## config.mk

```make
export PLATFORM = sky130hd
export DESIGN_NAME = clock_period_meter
export DESIGN_NICKNAME = d
export VERILOG_FILES = /design/src/rtl/clock_period_meter.sv
export SDC_FILE = /design/constraint.sdc
export NUM_CORES = 1
export LEC_CHECK = 0
export CAP_MARGIN = 20
export CORE_MARGIN = 4
export CORE_UTILIZATION = 50
export CTS_CLUSTER_DIAMETER = 50
export DETAILED_ROUTE_END_ITERATION = 10
export PLACE_DENSITY = 0.84
export SKIP_CTS_REPAIR_TIMING = 1
export SLEW_MARGIN = 15
export SYNTH_ARGS = -nofsm -noshare
export SYNTH_HDL_FRONTEND = slang
export SYNTH_SLANG_ARGS = --single-unit
```

## constraint.sdc

```tcl
create_clock -name i_clock -period 2.65 [get_ports i_clock]
set_clock_uncertainty 0.2 [all_clocks]
set_input_delay 0.3975 -clock i_clock [delete_from_list [all_inputs] [get_ports i_clock]]
set_output_delay 0.3975 -clock i_clock [all_outputs]
set_load 0.005 [all_outputs]
```

## src/rtl/clock_period_meter.sv

```systemverilog
`default_nettype none
// ============================================================================
//  Module      : clock_period_meter
//  Description : Measures the period and high time of an asynchronous slow
//                clock / periodic signal in system-clock cycles, with a
//                sticky timeout flag when the signal stops toggling.
//  Revision    : 1.0 - initial release
// ============================================================================
module clock_period_meter #(
  parameter int unsigned CNT_W          = 32,
  parameter int unsigned TIMEOUT_CYCLES = 100_000_000,
  parameter int unsigned SYNC_STAGES    = 2
) (
  input  logic             i_clock,
  input  logic             i_reset,
  input  logic             i_enable,
  input  logic             i_signal,
  output logic [CNT_W-1:0] o_period,
  output logic [CNT_W-1:0] o_high_time,
  output logic             o_valid,
  output logic             o_timeout
);

  localparam logic [CNT_W-1:0] TIMEOUT_VAL = CNT_W'(TIMEOUT_CYCLES);
  localparam logic [CNT_W-1:0] CNT_ONE     = CNT_W'(1);

  typedef enum logic [1:0] {
    IDLE    = 2'd0,
    ARM     = 2'd1,
    MEASURE = 2'd2
  } state_t;

  state_t                 state;
  state_t                 state_next;
  logic [SYNC_STAGES-1:0] sync_chain;
  logic [SYNC_STAGES-1:0] fill;
  logic                   prev;
  logic                   sync_bit;
  logic                   primed;
  logic                   rise;
  logic                   fall;
  logic                   timeout_hit;
  logic [CNT_W-1:0]       cnt;
  logic [CNT_W-1:0]       fall_cap;

  assign sync_bit    = sync_chain[SYNC_STAGES-1];
  // The chain is cleared by reset, so its output only reflects i_signal once
  // every stage has been refilled; until then a "low" is not trustworthy and
  // must not be allowed to arm the meter (signal already high at reset).
  assign primed      = fill[SYNC_STAGES-1];
  assign rise        = sync_bit & ~prev;
  assign fall        = ~sync_bit & prev;
  assign timeout_hit = (cnt == TIMEOUT_VAL);

  // Synchronizer chain, edge register and chain-fill tracker
  always_ff @(posedge i_clock) begin
    if (i_reset) begin
      sync_chain <= '0;
      fill       <= '0;
      prev       <= 1'b0;
    end else begin
      sync_chain <= {sync_chain[SYNC_STAGES-2:0], i_signal};
      fill       <= {fill[SYNC_STAGES-2:0], 1'b1};
      prev       <= sync_bit;
    end
  end

  // State register
  always_ff @(posedge i_clock) begin
    if (i_reset) begin
      state <= IDLE;
    end else begin
      state <= state_next;
    end
  end

  // Next-state logic; disable overrides everything, rise beats timeout
  always_comb begin
    state_next = state;
    if (!i_enable) begin
      state_next = IDLE;
    end else begin
      case (state)
        IDLE:    if (primed && !sync_bit) state_next = ARM;
        ARM:     if (rise) state_next = MEASURE;
        MEASURE: if (!rise && timeout_hit) state_next = IDLE;
        default: state_next = IDLE;
      endcase
    end
  end

  // Period counter, fall capture and registered result outputs
  always_ff @(posedge i_clock) begin
    if (i_reset) begin
      cnt         <= '0;
      fall_cap    <= '0;
      o_period    <= '0;
      o_high_time <= '0;
      o_valid     <= 1'b0;
      o_timeout   <= 1'b0;
    end else begin
      o_valid <= 1'b0;
      if (i_enable) begin
        case (state)
          ARM: begin
            if (rise) cnt <= CNT_ONE;
          end
          MEASURE: begin
            if (fall) fall_cap <= cnt;
            if (rise) begin
              o_period    <= cnt;
              o_high_time <= fall_cap;
              o_valid     <= 1'b1;
              o_timeout   <= 1'b0;
              cnt         <= CNT_ONE;
            end else if (timeout_hit) begin
              o_timeout <= 1'b1;
            end else begin
              cnt <= cnt + CNT_ONE;
            end
          end
          default: ;
        endcase
      end
    end
  end

endmodule
`default_nettype wire
```

==> reports/qor.csv, run 1 <==
metric;value;unit
ir_drop;0.0004138;V
rsz0062_at_grt;false;
post-route-drc-count;0;
port_buffers;69;
combPwrFrac;0.015;
final_cell_mix;215 x nand2_1, 137 x dfxtp_1, 115 x a21oi_1;
worst_slack;0.1046;ns
place.gp.congestion;0.9160;
hp-class;input pin to flip-flop;
syn_nets;704;
cts_made_buffers;17;
totalNegativeSetupSlack;0;ns
viasPerCell;5.678;
fill_cells;900;
grt_pass1_vias;5117;
crit_arrival;2.80;ns
cts_tree;yes;
htreeDepth;4;
grtUsageMet3;0.04866;
synth_top_area_frac;0.4948;
drtIter0Drc;543;
grt_pass1_wl;24.88;mm
hold_viol;0;
grt_use_met1;0.3081;
tightest_slew;0.8525;ns
r2r-end;cnt[20];
hpwl;10.33;mm
area_growth_syn_to_layout;30.36;%
cp-end-kind;flip-flop;
syn-cell-area;5543;um^2
grt_start_max_net_pins;88;
total_power;4.801;mW
overflow;0;
antenna_left;0;
worstSetupPathType;flip-flop to flip-flop;
synth_edf_count;0;
io_pins;70;
fmax;392.9;MHz
slew_violations;0;
antenna_found_initial;0;
drv_cap;0;
initial_core_util;0.5113;
final_cells;932;
min_period_over_period;0.9605;
yosysTopAreaCell;dfxtp_1;
clock-sinks;137;
slew_headroom;0.4317;
fp-row-count;38;
root_buffer;clkbuf_8;
dieArea;12830;um^2
wl_per_cell;16.32;um
ys_warn_count;0;
yosysUniqueCellTypes;52;
multi_input_area;2545;um^2
timing.rr.start;cnt[0];
cp-start-kind;flip-flop;
min_from;i_reset;
min_to;o_high_time[31];
holdPathStages;2;
layout-drive-gt1-share;0.1263;
path_clk_slew;0.06;ns
coreArea;10840;um^2
clkLatencyLatePin;0.52;ns
async_flop_share;0;
vias;5292;
fp.dieW;113.3;um
dr.pass1.iters;6;
drt_wl_total;15.21;mm
postSynthAreaPerCell;7.941;um^2
synth-seq-area-share;0.4948;
regArea;2743;um^2
status;completed;
p_sw_frac;0.2012;
final_nets;785;
num_antenna_cells;0;
dp.cells;894;
intPower;3.835;mW
grt-busiest-layer;met2;
ys_ff_latch;137;
synthTopCellsByArea;dfxtp_1 49%, nand2_1 15%, a21oi_1 10%, clkbuf_1 3.0%, nand3_1 2.1%;
die_h;113.3;um
p_per_area;664.4;nW/um^2
r2r_slack;0.10;ns
setup_violations;0;
period_needed;2.545;ns
pwr-share-seq;0.431;
grt_use_met2;0.3993;
cts.path.max_buffers;2;
rr_worst_depth;7;
pre_cts_ws;-0.03285;ns
mostFrequentLayoutCell;nand2_1;
leakagePower;2.432;nW
crit_fanout;17;
switching_power;0.9658;mW
ys.flop_type;dfxtp_1;
hold_ws;0.02035;ns
grt_usage;0.2379;
syn_inst;698;
cp.required;2.90;ns
power.share.clock;0.554;
[metal layers]
metal,vias up,part of all wire
met5,-,0
met4,0,0.017
met3,31,0.076
met2,225,0.48
met1,2496,0.42
li1,2540,-
[worst max-delay path by stage]
stage,startpoint,end,slack [ns],depth (start not counted)
2_1_floorplan,cnt[0],cnt[31],0.19,8
3_3_place_gp,cnt[0],cnt[5],0.04,7
3_5_place_dp,cnt[0],cnt[29],-0.03,7
4_1_cts,cnt[0],cnt[29],-0.03,7
5_1_grt,cnt[0],cnt[9],0.009,7
6_report,cnt[0],cnt[20],0.10,7
[per-stage QoR]
step / cell area [um^2] / util
3_3_place_gp: 6504 / 0.6000
2_1_floorplan: 5543 / -
5_1_grt: 7226 / 0.6666
4_1_cts: 7172 / 0.6616
6_report: 7226 / 0.6666
3_5_place_dp: 6504 / 0.6000
[worst max-delay path: stages (launching register included)]
cell and delay (ns):
dfxtp_1 0.31, inv_1 0.08, ha_1 0.13, or4b_1 0.43
or4_4 0.61, o21ai_4 0.27, nand2_4 0.21, a31oi_1 0.23
[state kept, by name, indices dropped and copies added (netlist names)]
| signal | cells |
|---|---|
| cnt | 32 |
| fall_cap | 32 |
| o_high_time | 32 |
| o_period | 32 |
| fill | 2 |
| state | 2 |
| sync_chain | 2 |
| o_timeout | 1 |
| o_valid | 1 |
| prev | 1 |
[synthesized netlist by cell type (all sizes together), types with 4 or more instances]
| cell type | count |
|---|---|
| a31oi | 8 |
| nor3 | 10 |
| or4 | 7 |
| clkbuf | 46 |
| o211ai | 4 |
| inv | 9 |
| nand2 | 217 |
| o21ai | 5 |
| a21oi | 115 |
| and2 | 4 |
| nor4 | 5 |
| o21a | 5 |
| nor2 | 18 |
| a2bb2oi | 8 |
| dfxtp | 137 |
| buf | 10 |
| nand2b | 4 |
| nand3 | 23 |
| and3 | 4 |
| nor2b | 8 |
| a21boi | 6 |
| nand4 | 13 |
[logic make-up after synthesis]
family	after synthesis	share of synthesized area
adders and majority gates	2	0.004514
AOI/OAI and AO/OA	163	0.1772
muxes	3	0.005418
and+or+nand+nor	328	0.2664
DFF	137	0.4948
buffers and inverters	65	0.05169
[final cells by class]
| type | count | share of cell area |
|---|---|---|
| Multi-Input combinational cell | 497 | 0.3522 |
| Inverter | 9 | 0.004675 |
| Timing Repair Buffer | 117 | 0.1468 |
| Clock buffer | 18 | 0.05922 |
| Sequential cell | 137 | 0.3796 |
| Clock inverter | 14 | 0.03325 |
| Tap cell | 140 | 0.02424 |
[power by group through the flow]
stage	sequential [mW]	clock, mW	combinational, mW
after floorplan	2.11	0	0.0504
after global placement	2.11	0	0.0664
after detailed placement	2.11	0	0.0681
after CTS	2.07	2.68	0.0690
after global routing	2.07	2.78	0.0764
final	2.07	2.66	0.0699
Power figures use the tool's default switching activity.
==> run 2, diff against run 1 <==
--- a/config.mk
+++ b/config.mk
@@ -11,5 +11,5 @@
 export CTS_CLUSTER_DIAMETER = 50
 export DETAILED_ROUTE_END_ITERATION = 10
-export PLACE_DENSITY = 0.84
+export PLACE_DENSITY = 0.8
 export SKIP_CTS_REPAIR_TIMING = 1
 export SLEW_MARGIN = 15
==> constraint.sdc (replaced) <==
create_clock -name i_clock -period 2.65 [get_ports i_clock]
set_clock_uncertainty 0.2 [all_clocks]
set_input_delay 0.265 -clock i_clock [delete_from_list [all_inputs] [get_ports i_clock]]
set_output_delay 0.265 -clock i_clock [all_outputs]
set_load 0.005 [all_outputs]
==> reports/qor.csv, run 2 (synthesis results as in run 1) <==
metric;value;unit
design_area;7258;um^2
total_power;4.595;mW
clkLatencyLatePin;0.54;ns
worst_slack;0.04888;ns
grt_usage;0.2318;
fill_cells;898;
ir_drop;0.0004603;V
grt_start_max_net_pins;81;
coreArea;10840;um^2
io_pins;70;
worstSetupPathDepth;10;
intPower;3.637;mW
cts.path.max_buffers;2;
slew_violations;0;
path_clk_slew;0.06;ns
pwr-share-seq;0.450;
min_from;i_signal;
setup_violations;0;
pre_cts_ws;-0.01781;ns
switching_power;0.9577;mW
cp_cell_sequence;inv_1 > ha_1 > or4b_4 > or4_4 > o21ai_4 > buf_12 > buf_4 > buf_4 > nand3_1 > nand3_1;
root_buffer;clkbuf_8;
cts_made_buffers;17;
final_nets;790;
vias;5225;
clock-sinks;137;
min_period_over_period;0.9816;
hpwl;9.964;mm
fp.dieW;113.3;um
dr.pass1.iters;5;
crit_fanout;9;
layout-drive-gt1-share;0.1305;
drv_cap;0;
holdPathStages;2;
cp-start-kind;flip-flop;
power.share.clock;0.534;
rr_worst_depth;10;
final_cells;937;
hold_viol;0;
final_cell_mix;215 x nand2_1, 137 x dfxtp_1, 115 x a21oi_1;
dieArea;12830;um^2
htreeDepth;4;
slew_headroom;0.4848;
die_h;113.3;um
cp_slowest_cell;or4_4;
leakagePower;2.452;nW
viasPerCell;5.576;
placed_cell_area;6574;um^2
fmax;384.5;MHz
crit_arrival;2.88;ns
timing.rr.start;cnt[0];
cp-end-kind;flip-flop;
num_antenna_cells;0;
mostFrequentLayoutCell;nand2_1;
drtIter0Drc;451;
dp.cells;900;
tightest_slew;0.7728;ns
antenna_left;0;
worstSetupPathType;flip-flop to flip-flop;
antenna_found_initial;0;
slowest_delay;0.58;ns
cp.required;2.93;ns
period_needed;2.601;ns
combPwrFrac;0.016;
wl_per_cell;15.83;um
drt_wl_total;14.83;mm
area_growth_syn_to_layout;30.95;%
p_sw_frac;0.2084;
cts_tree;yes;
post-route-drc-count;0;
overflow;0;
fp-row-count;38;
hp-class;input pin to flip-flop;
initial_core_util;0.5113;
place.gp.congestion;0.9034;
p_per_area;633.1;nW/um^2
grt_pass1_wl;23.87;mm
status;completed;
port_buffers;69;
crit_buf_inv;4;
crit_path_start;cnt[0];
grt_pass1_vias;4855;
crit_family;simple AND/OR/NAND/NOR gates;
## run 2: cell types whose count changed in the layout (fill, tap and decap cells not counted), moves of 2 or more
cell	before	now
buf_12	1	4
buf_4	48	50
bufinv_16	6	4
clkbuf_1	0	2
clkinv_2	2	4
inv_6	3	1
## run 2: worst paths after layout
path,slack (ns),to
worst max-delay path,0.05,cnt[19]
worst min-delay path,0.11,sync_chain[0]
worst max register to register,0.05,cnt[19]
worst min register to register,0.24,sync_chain[1]
## run 2: area by class of cell
cell class	instances	area [um^2]	share of cell area
Clock buffer	20	435.4	0.05999
Clock inverter	12	172.7	0.02379
Inverter	9	33.78	0.004654
Multi-Input combinational cell	496	2552	0.3517
Sequential cell	137	2743	0.3779
Tap cell	140	175.2	0.02413
Timing Repair Buffer	123	1146	0.1579
## run 2: through the flow
step                hold slack, ns   TNS (ns)  utilization
CTS                        -0.1255   -0.05911       0.6625
global route                0.1045  -0.008477       0.6696
global placement            0.2152          0       0.6064
finish                      0.1072          0       0.6696
floorplan                   0.1932          0            -
detailed placement          0.2301   -0.01781       0.6064
## run 2: worst reg2reg max path, stage by stage (launching register included)
cell and delay, ns:
dfxtp_1 0.31, inv_1 0.08, ha_1 0.17, or4b_4 0.47, or4_4 0.58, o21ai_4 0.19
buf_12 0.15, buf_4 0.11, buf_4 0.10, nand3_1 0.08, nand3_1 0.10
## run 2: power by group through the flow
stage,Combinational (mW),Sequential [mW],Clock [mW]
2_1_floorplan,0.0504,2.11,0
5_1_grt,0.0798,2.07,2.58
4_1_cts,0.0695,2.07,2.48
6_report,0.0739,2.07,2.45
3_5_place_dp,0.0693,2.11,0
3_3_place_gp,0.0679,2.11,0
## run 2: layer usage
metal	track usage	vias up	share of wire
met3	0.06310	27	0.057
met4	0.07772	0	0.014
met1	0.2974	2478	0.44
met5	0	-	0
li1	-	2543	-
met2	0.3784	177	0.49
==> run 3, diff against run 2 <==
TNS_END_PERCENT = 50   (was unset)
clock period = 2.1 ns   (was 2.65 ns; I/O delays follow)
==> reports/qor.csv, run 3 (synthesis results as in run 1) <==
metric;value;unit
drt_wl_total;16.18;mm
slew_violations;0;
rr_worst_depth;7;
cp-start-kind;flip-flop;
p_per_area;749.4;nW/um^2
io_pins;70;
tightest_slew;0.9756;ns
min_to;sync_chain[0];
intPower;4.607;mW
area_growth_syn_to_layout;39.68;%
post-route-drc-count;0;
pwr-share-seq;0.450;
grt_usage;0.2512;
clock-sinks;137;
port_buffers;69;
initial_core_util;0.5113;
timing.rr.start;cnt[0];
drv_cap;0;
cts.path.max_buffers;2;
total_power;5.802;mW
antenna_found_initial;0;
hold_viol;0;
totalNegativeSetupSlack;-12.28;ns
fp-row-count;38;
hpwl;10.77;mm
hp-class;input pin to flip-flop;
worstSetupPathType;flip-flop to flip-flop;
grt_pass1_wl;26.13;mm
power.share.clock;0.530;
wl_per_cell;16.47;um
finalCoreUtilization;0.7142;
fmax;396.5;MHz
min_from;i_signal;
mostFrequentLayoutCell;nand2_1;
switching_power;1.195;mW
fp.dieW;113.3;um
final_nets;835;
slew_headroom;0.3496;
path_clk_slew;0.06;ns
worst_slack;-0.4218;ns
drtIter0Drc;416;
cp-end-kind;flip-flop;
place.gp.congestion;0.9088;
overflow;0;
min_period_over_period;1.201;
cp.required;2.31;ns
viasPerCell;5.622;
ir_drop;0.0004809;V
vias;5521;
final_cell_mix;215 x nand2_1, 135 x dfxtp_1, 110 x a21oi_1;
dieArea;12830;um^2
p_sw_frac;0.2060;
period_needed;2.522;ns
grt_pass1_vias;5406;
leakagePower;2.714;nW
root_buffer;clkbuf_8;
layout-drive-gt1-share;0.1995;
grt_start_max_net_pins;96;
violations;setup timing;
r2r_slack;-0.42;ns
antenna_left;0;
rsz0062_at_grt;true;
hold_ws;0.06280;ns
num_antenna_cells;0;
die_h;113.3;um
coreArea;10840;um^2
dr.pass1.iters;6;
cts_tree;yes;
r2r-end;cnt[23];
holdPathStages;2;
crit_fanout;16;
status;finished, violations left;
clkLatencyLatePin;0.53;ns
setup_violations;34;
crit_arrival;2.73;ns
cts_made_buffers;17;
htreeDepth;4;
combPwrFrac;0.020;
run 3: through the flow:
| stage | cells | cell area [um^2] | worst slack, ns |
|---|---|---|---|
| final | 982 | 7742 | -0.4218 |
| after global routing | 982 | 7742 | -0.4845 |
| after CTS | 978 | 7565 | -0.4104 |
| after detailed placement | 946 | 6957 | -0.3733 |
| after global placement | 946 | 6957 | -0.3337 |
| after floorplan | 698 | 5572 | -0.3016 |
run 3: power groups by stage:
stage	combinational [mW]	sequential (mW)	clock, mW
6_report	0.118	2.61	3.07
5_1_grt	0.128	2.61	3.23
4_1_cts	0.105	2.61	3.09
3_5_place_dp	0.104	2.67	0
3_3_place_gp	0.102	2.67	0
2_1_floorplan	0.0639	2.67	0
run 3: how the worst max path moves through the flow:
stage / slack, ns / end / cells after the start / start
6_report: -0.42 / cnt[23] / 7 / cnt[0]
5_1_grt: -0.48 / cnt[13] / 8 / cnt[0]
3_3_place_gp: -0.33 / cnt[13] / 7 / cnt[0]
4_1_cts: -0.41 / cnt[28] / 7 / cnt[0]
3_5_place_dp: -0.37 / cnt[28] / 7 / cnt[0]
2_1_floorplan: -0.30 / cnt[31] / 7 / cnt[27]
run 3: metal layers:
| layer | part of all wire | vias up | GRT usage |
|---|---|---|---|
| met1 | 0.42 | 2609 | 0.3179 |
| met2 | 0.50 | 233 | 0.4206 |
| met5 | 0 | - | 0 |
| met4 | 0.022 | 0 | 0.1138 |
| li1 | - | 2639 | - |
| met3 | 0.066 | 40 | 0.04171 |
run 3: final cells by class:
type	instances	area [um^2]
clock buffer	20	435.4
fill	829	3098
sequential	137	2745
timing repair buffer	167	1500
clock inverter	12	172.7
multi-input combinational	497	2680
inverter	9	33.78
tap	140	175.2
run 3: critical path, stage by stage (launching register included):
cell,delay (ns)
dfxtp_2,0.32
inv_2,0.07
ha_4,0.12
or4b_4,0.45
or4_4,0.60
o21a_4,0.32
a21oi_1,0.28
a31oi_4,0.05
